==> src/rtl/alu_pkg.sv <==
// Shared opcode definitions for the registered 8-bit ALU.
package alu_pkg;

  localparam int unsigned ALU_OP_W = 4;

  typedef enum logic [ALU_OP_W-1:0] {
    ALU_ADD  = 4'h0,
    ALU_SUB  = 4'h1,
    ALU_MUL  = 4'h2,
    ALU_DIV  = 4'h3,
    ALU_SHL  = 4'h4,
    ALU_SHR  = 4'h5,
    ALU_ROL  = 4'h6,
    ALU_ROR  = 4'h7,
    ALU_AND  = 4'h8,
    ALU_OR   = 4'h9,
    ALU_XOR  = 4'hA,
    ALU_NOR  = 4'hB,
    ALU_NAND = 4'hC,
    ALU_XNOR = 4'hD,
    ALU_GT   = 4'hE,
    ALU_EQ   = 4'hF
  } alu_op_e;

endpackage

==> src/rtl/alu_8bit_comb.sv <==
// Combinational core: maps (a, b, op) to result and the unsigned add carry.
module alu_8bit_comb
  import alu_pkg::*;
#(
  parameter int unsigned WIDTH = 8
) (
  input  logic [WIDTH-1:0] a_i,
  input  logic [WIDTH-1:0] b_i,
  input  alu_op_e          op_i,
  output logic [WIDTH-1:0] result_o,
  output logic             carry_o
);

  logic [WIDTH:0]   sum;
  logic [WIDTH-1:0] diff;
  logic [WIDTH-1:0] prod;
  logic [WIDTH-1:0] quot;

  assign sum  = {1'b0, a_i} + {1'b0, b_i};
  assign diff = a_i - b_i;
  assign prod = a_i * b_i;
  // Guarded so a zero divisor yields all-ones instead of X.
  assign quot = (b_i == '0) ? '1 : (a_i / b_i);

  assign carry_o = sum[WIDTH];

  always_comb begin
    result_o = '0;
    case (op_i)
      ALU_ADD:  result_o = sum[WIDTH-1:0];
      ALU_SUB:  result_o = diff;
      ALU_MUL:  result_o = prod;
      ALU_DIV:  result_o = quot;
      ALU_SHL:  result_o = {a_i[WIDTH-2:0], 1'b0};
      ALU_SHR:  result_o = {1'b0, a_i[WIDTH-1:1]};
      ALU_ROL:  result_o = {a_i[WIDTH-2:0], a_i[WIDTH-1]};
      ALU_ROR:  result_o = {a_i[0], a_i[WIDTH-1:1]};
      ALU_AND:  result_o = a_i & b_i;
      ALU_OR:   result_o = a_i | b_i;
      ALU_XOR:  result_o = a_i ^ b_i;
      ALU_NOR:  result_o = ~(a_i | b_i);
      ALU_NAND: result_o = ~(a_i & b_i);
      ALU_XNOR: result_o = ~(a_i ^ b_i);
      ALU_GT:   result_o[0] = (a_i > b_i);
      ALU_EQ:   result_o[0] = (a_i == b_i);
      default:  result_o = '0;
    endcase
  end

endmodule

==> src/rtl/alu_8bit.sv <==
// Single-cycle execute stage: registers the combinational ALU result and carry.
module alu_8bit
  import alu_pkg::*;
#(
  parameter int unsigned WIDTH = 8
) (
  input  logic                clk,
  input  logic                rst_n,
  input  logic [WIDTH-1:0]    A,
  input  logic [WIDTH-1:0]    B,
  input  logic [ALU_OP_W-1:0] ALU_Sel,
  output logic [WIDTH-1:0]    ALU_Out,
  output logic                CarryOut
);

  logic [WIDTH-1:0] out_d;
  logic [WIDTH-1:0] out_q;
  logic             carry_d;
  logic             carry_q;

  alu_8bit_comb #(
    .WIDTH(WIDTH)
  ) u_comb (
    .a_i      (A),
    .b_i      (B),
    .op_i     (alu_op_e'(ALU_Sel)),
    .result_o (out_d),
    .carry_o  (carry_d)
  );

  always_ff @(posedge clk or negedge rst_n) begin
    if (!rst_n) begin
      out_q   <= '0;
      carry_q <= 1'b0;
    end else begin
      out_q   <= out_d;
      carry_q <= carry_d;
    end
  end

  assign ALU_Out  = out_q;
  assign CarryOut = carry_q;

endmodule

==> config.mk <==
export PLATFORM = sky130hd
export DESIGN_NAME = alu_8bit
export DESIGN_NICKNAME = d
export VERILOG_FILES = /design/src/rtl/alu_pkg.sv /design/src/rtl/alu_8bit_comb.sv /design/src/rtl/alu_8bit.sv
export SDC_FILE = /design/constraint.sdc
export NUM_CORES = 1
export LEC_CHECK = 0
export CAP_MARGIN = 0
export CORE_MARGIN = 2
export CORE_UTILIZATION = 24
export CTS_BUF_LIST = sky130_fd_sc_hd__clkbuf_8 sky130_fd_sc_hd__clkbuf_16
export CTS_CLUSTER_DIAMETER = 100
export DETAILED_ROUTE_END_ITERATION = 8
export MAX_ROUTING_LAYER = met4
export PLACE_DENSITY = 0.45
export SYNTH_ARGS = -nofsm -noshare
export SYNTH_HDL_FRONTEND = slang
export SYNTH_HIERARCHICAL = 1
export SYNTH_SLANG_ARGS = --single-unit
==> constraint.sdc <==
create_clock -name clk -period 0.8 [get_ports clk]
set_input_delay 0.2 -clock clk [delete_from_list [all_inputs] [get_ports clk]]
set_output_delay 0.2 -clock clk [all_outputs]
set_load 0.1 [all_outputs]
==> metrics.cfg, run 1 <==
[placed_design]
dp_slack_ns = -9.60
placed_area_sq_um = 6760
place_inst = 1016
port_buffers = 30
place_hpwl_mm = 15.2
place_congestion = 0.958

[flow_run]
maxCapViolCount = 0

[pwr]
p_leak_nw = 3.60
power_density_nw_per_um2 = 1180
clockPowerShare_pct = 9.3
p_seq_share_pct = 6.9
p_comb_share_pct = 83.8
p_int_mw = 5.04
switchingPower_mw = 4.10
switching_share_pct = 44.9
ir_drop_mv = 1.52

[logic_synthesis]
ys_ff_latch = 9
synth_mux_area_share_pct = 3.66
synthAdderAreaFrac_pct = 29.2
syn_area_per_cell_sq_um = 7.48
synth_compound_area_share_pct = 27.7
async_flop_share_pct = 100
yosysSeqAreaShare_pct = 5.18
yosys.area_share.simple_pct = 20.3
syn_area_sq_um = 4340
synth_top_family_by_area = adder cells
synth_cell_types = 69
synth-edff-count = 0
synthCells = 581
synth_nets = 696
synth-main-ff-cell = dfrtp_1
synth-xor-area-share_pct = 6.68
ys_warn_count = 6

[finish]
final_nets = 952
fin_cells = 1065
multi_input_area_sq_um = 4460
fill_cells = 1782
layout_commonest_cell = buf_4
area.growth.synth_to_final_pct = 77.9
final_cell_mix = buf_4, ha_1, nor2_1, inv_1, nand2_1
layout.area.seq_sq_um = 259
final_layout_size_suffix_gt1_share_pct = 47.0
diodes = 0
design_area_sq_um = 7730

[global_route]
grt_max_degree = 19
grt_pass1_vias = 5401
antenna_found_initial = 0
overflow = 0
grt_pass1_wl_mm = 29.1
track_usage_pct = 19.5

[timing]
hold_viol = 0
fmax_ghz = 0.104
setup_ws_ns = -8.81
maxSlewHeadroom_pct = 71.8
fin_crit_sh_pct = 1200
tns_ns = -46.52
slew_viol_final = 0
tightest_slew_ns = 0.421
holdWs_ns = 0.299
min_period_ns = 9.61
setup_viol = 18
grt_setup_unrepaired = true

[worst_setup_path]
timing.critical_path.from = B[6]
cp-endpoint = ALU_Out[0]
cp_common_cell = ha_1
critPathArrivalTime_ns = 9.70
crit_required_ns = 0.89
path_class = in -> reg
slowest_delay_ns = 0.53
crit_fanout = 7
endpoint_kind = flip-flop
critPathSlowestCell = or4_4
crit_path_start_kind = primary input

[route]
viasPerCell = 5.00
drtAntennaViolNets = 0
initialDrtViolationCount = 301
wl_per_cell_um = 17.7
drc = 0
wl_mm = 18.9
firstDrtPassIters = 5
vias = 5330

[floorplan]
fp-row-count = 49
ioPinCount = 31
core_area_sq_um = 17800
die_y_um = 139
initial_core_util_pct = 24.3
dieWidth_um = 139
dieArea_sq_um = 19200

[worst_hold_path]
hp-class = in -> async

[clocking]
holdBufCountCts = 0
path_clk_slew_ns = 0.04
clockBufferDepth = 2
clockRootBuffer = clkbuf_16
cts_made_buffers = 3
cts_tree = done
htreeDepth = 1
numClockSinks = 9

[outcome]
failed_checks = negative setup slack
outcome = finished, violations left

==> power by group through the flow <==
| stage | sequential [mW] | clock [mW] | combinational, mW |
|---|---|---|---|
| after floorplan | 1.14 | 0 | 3.33 |
| after global placement | 0.639 | 0 | 6.44 |
| after detailed placement | 0.640 | 0 | 6.53 |
| after CTS | 0.633 | 0.871 | 7.10 |
| after global routing | 0.637 | 0.910 | 8.25 |
| final | 0.630 | 0.846 | 7.66 |
==> repair_timing <==
action / 4_1_cts / 5_1_grt
setup buffers: 24 / 23
resized for setup: 83 / 66
setup endpoints to repair: 18 / 18
pin swaps: 44 / 49
cloned: 1 / 0
==> routing by layer <==
| metal | vias up | track usage, % | routed length, um |
|---|---|---|---|
| li1 | 2624 | - | - |
| met1 | 2542 | 24.9 | 8370 |
| met2 | 136 | 33.5 | 9220 |
| met3 | 28 | 1.73 | 734 |
| met4 | 0 | 4.83 | 539 |
| met5 | - | - | 0 |
==> Yosys cell counts (all sizes together), types with 3 or more instances <==
master / number / area, sq um
ha: 79 / 988
and3: 11 / 68.8
nand2b: 5 / 31.3
fa: 14 / 280
clkbuf: 22 / 82.6
nor4: 4 / 25.0
nand4: 3 / 18.8
o22ai: 11 / 68.8
a311oi: 4 / 41.3
or2: 4 / 25.0
xor2: 7 / 61.3
mux2: 4 / 45.0
nor2b: 8 / 50.1
a32o: 5 / 50.1
o221ai: 3 / 32.5
o21a: 13 / 97.6
a21o: 11 / 82.6
o21ai: 34 / 170
a31oi: 5 / 37.5
nand2: 38 / 143
nand3: 8 / 40.0
mux2i: 11 / 114
or3: 12 / 75.1
a21oi: 36 / 180
a221oi: 4 / 35.0
nor2: 54 / 203
inv: 52 / 195
dfrtp: 9 / 225
xnor2: 21 / 184
buf: 5 / 33.8
o211ai: 4 / 30.0
a211oi: 7 / 52.6
nor3: 29 / 150
o31ai: 4 / 30.0
==> cells by family (layout without fill, tap and decap cells) <==
family,after synthesis,count (layout)
simple gates,182,183
compound gates,172,172
fa+ha+maj,93,93
buf+inv,80,334
xor+xnor,30,30
mux,15,15
flops,9,9
==> worst max-delay path, delay by kind of cell <==
| kind | cells | cell delay (ns) |
|---|---|---|
| AOI/OAI and AO/OA | 21 | 3.75 |
| buffers and inverters | 4 | 0.46 |
| adders and majority gates | 7 | 1.79 |
| muxes | 2 | 0.53 |
| and+or+nand+nor | 12 | 2.96 |
==> layout make-up <==
| class | count | area share, % |
|---|---|---|
| clock buffer | 3 | 0.972 |
| sequential | 9 | 3.35 |
| clock inverter | 1 | 0.0486 |
| inverter | 53 | 2.83 |
| tap | 229 | 3.71 |
| multi-input combinational | 493 | 57.7 |
| timing repair buffer | 277 | 31.4 |
==> worst min path at each step <==
stage | from | endpoint | slack, ns | depth (start not counted)
after floorplan | rst_n | ALU_Out[0] | -0.1 | 0
after detailed placement | rst_n | ALU_Out[3] | 0.53 | 2
final | rst_n | ALU_Out[3] | 0.30 | 2
after global routing | rst_n | ALU_Out[6] | 0.32 | 2
after global placement | rst_n | ALU_Out[4] | 0.54 | 2
after CTS | rst_n | ALU_Out[6] | 0.30 | 2
==> state kept, by name (all words and copies together) (netlist names) <==
name      count
CarryOut      1
ALU_Out       8
==> metrics by stage <==
step                      utilization, %  power (mW)
after floorplan                        -        4.47
after global routing                43.3        9.80
after global placement              37.9        7.08
final                               43.3        9.14
after detailed placement            37.9        7.17
after CTS                           40.8        8.61
Note: power is estimated with default switching activity, not from simulation.
==> inputs of run 2 (changes only) <==
--- a/config.mk
+++ b/config.mk
@@ -6,6 +6,7 @@
 export NUM_CORES = 1
 export LEC_CHECK = 0
 export CAP_MARGIN = 0
+export CORE_ASPECT_RATIO = 1.75
 export CORE_MARGIN = 2
 export CORE_UTILIZATION = 24
 export CTS_BUF_LIST = sky130_fd_sc_hd__clkbuf_8 sky130_fd_sc_hd__clkbuf_16
==> metrics.cfg, run 2 (synthesis results as in run 1) <==
[placed_design]
place_inst = 1015
place_congestion = 0.975
port_buffers = 30
placed_area_sq_um = 6690
dp_slack_ns = -9.57
place_hpwl_mm = 16.4

[floorplan]
initial_core_util_pct = 24.3
core_area_sq_um = 17900
fp-row-count = 65
die_y_um = 182
dieWidth_um = 106
ioPinCount = 31
dieArea_sq_um = 19200

[finish]
final_nets = 940
area.growth.synth_to_final_pct = 74.2
largest_reg_flops = 8
layout.area.seq_sq_um = 259
final_cell_mix = buf_4, ha_1, nor2_1, inv_1, nand2_1
fill_cells = 1817
fin_cells = 1058
final_util_pct = 42.3
layout_commonest_cell = buf_4
design_area_sq_um = 7570
diodes = 0
final_layout_size_suffix_gt1_share_pct = 46.8
multi_input_area_sq_um = 4440

[global_route]
overflow = 0
grt_pass1_wl_mm = 31.3
grt_max_degree = 19
track_usage_pct = 21.5
grt_pass1_vias = 5813
antenna_found_initial = 0

[worst_setup_path]
path_delay_family = compound AO/OA/AOI/OAI gates
critPathBufInv = 2
critPathSlowestCell = or4_4
slowest_delay_ns = 0.53
crit_path_start_kind = primary input
critPathArrivalTime_ns = 9.49
crit_fanout = 7
endpoint_kind = flip-flop
crit_required_ns = 0.95
path_class = in -> reg

[pwr]
clockPowerShare_pct = 9.6
switching_share_pct = 45.9
p_seq_share_pct = 6.6
p_int_mw = 5.17
p_comb_share_pct = 83.7
p_leak_nw = 3.47
ir_drop_mv = 1.06
switchingPower_mw = 4.38
fin_total_pwr_mw = 9.55
power_density_nw_per_um2 = 1260

[timing]
fin_crit_sh_pct = 1170
fmax_ghz = 0.107
holdWs_ns = 0.280
slew_viol_final = 0
min_period_ns = 9.33
tightest_slew_ns = 0.508
hold_viol = 0
tns_ns = -46.42
grt_setup_unrepaired = true
maxSlewHeadroom_pct = 66.0
setup_ws_ns = -8.53
setup_viol = 18

[outcome]
failed_checks = negative setup slack
outcome = finished, violations left

[route]
drtAntennaViolNets = 0
vias = 5478
wl_mm = 20.2
wl_per_cell_um = 19.1
firstDrtPassIters = 4
drc = 0
initialDrtViolationCount = 195
viasPerCell = 5.18

[clocking]
htreeDepth = 1
cts_tree = done
holdBufCountCts = 0
clockRootBuffer = clkbuf_16
path_clk_slew_ns = 0.05
numClockSinks = 9
clockBufferDepth = 2
cts_made_buffers = 3

[worst_hold_path]
hp-class = in -> async

[flow_run]
maxCapViolCount = 0

==> run 2: changes by cell type in the layout (fill, tap and decap cells not counted), sizes merged <==
cell and delta:
clkbuf +2, clkdlybuf4s15 -1, dlymetal6s2s -4, dlygate4sd2 +2, buf -10, or2 -1
==> run 2: routing by layer <==
layer  share of wire [%]  GRT usage (%)
met3                 2.3           1.15
met5                   0              -
met2                  56           42.4
met1                  33           19.2
met4                 8.3           14.0
==> run 2: worst max path at each step <==
stage | from | cells past startpoint | slack [ns] | to
after floorplan | B[6] | 49 | -8.91 | ALU_Out[0]
after global placement | B[6] | 45 | -9.21 | ALU_Out[0]
after detailed placement | B[6] | 45 | -9.57 | ALU_Out[0]
after CTS | B[5] | 47 | -8.54 | ALU_Out[0]
after global routing | B[5] | 47 | -9.00 | ALU_Out[0]
final | B[5] | 45 | -8.53 | ALU_Out[0]
==> run 2: area by class of cell <==
type	instances	share of cell area, %
clock buffer	3	0.992
clock inverter	1	0.0496
inverter	53	2.89
multi-input combinational	492	58.6
sequential	9	3.42
tap	234	3.87
timing repair buffer	266	30.1
==> run 2: repair_timing <==
| action | 4_1_cts | 5_1_grt |
|---|---|---|
| endpoints found under the setup margin | 18 | 18 |
| gates resized for setup | 96 | 56 |
| pin swaps | 50 | 42 |
| buffers inserted | 20 | 22 |
| endpoints found under the hold margin | 0 | 0 |
==> run 2: power by group through the flow <==
stage | registers [mW] | logic, mW | clock network (mW)
after global routing | 0.646 | 8.52 | 0.936
after floorplan | 1.14 | 3.33 | 0
after detailed placement | 0.645 | 6.78 | 0
after CTS | 0.639 | 7.39 | 0.917
final | 0.635 | 8.00 | 0.918
after global placement | 0.648 | 6.64 | 0
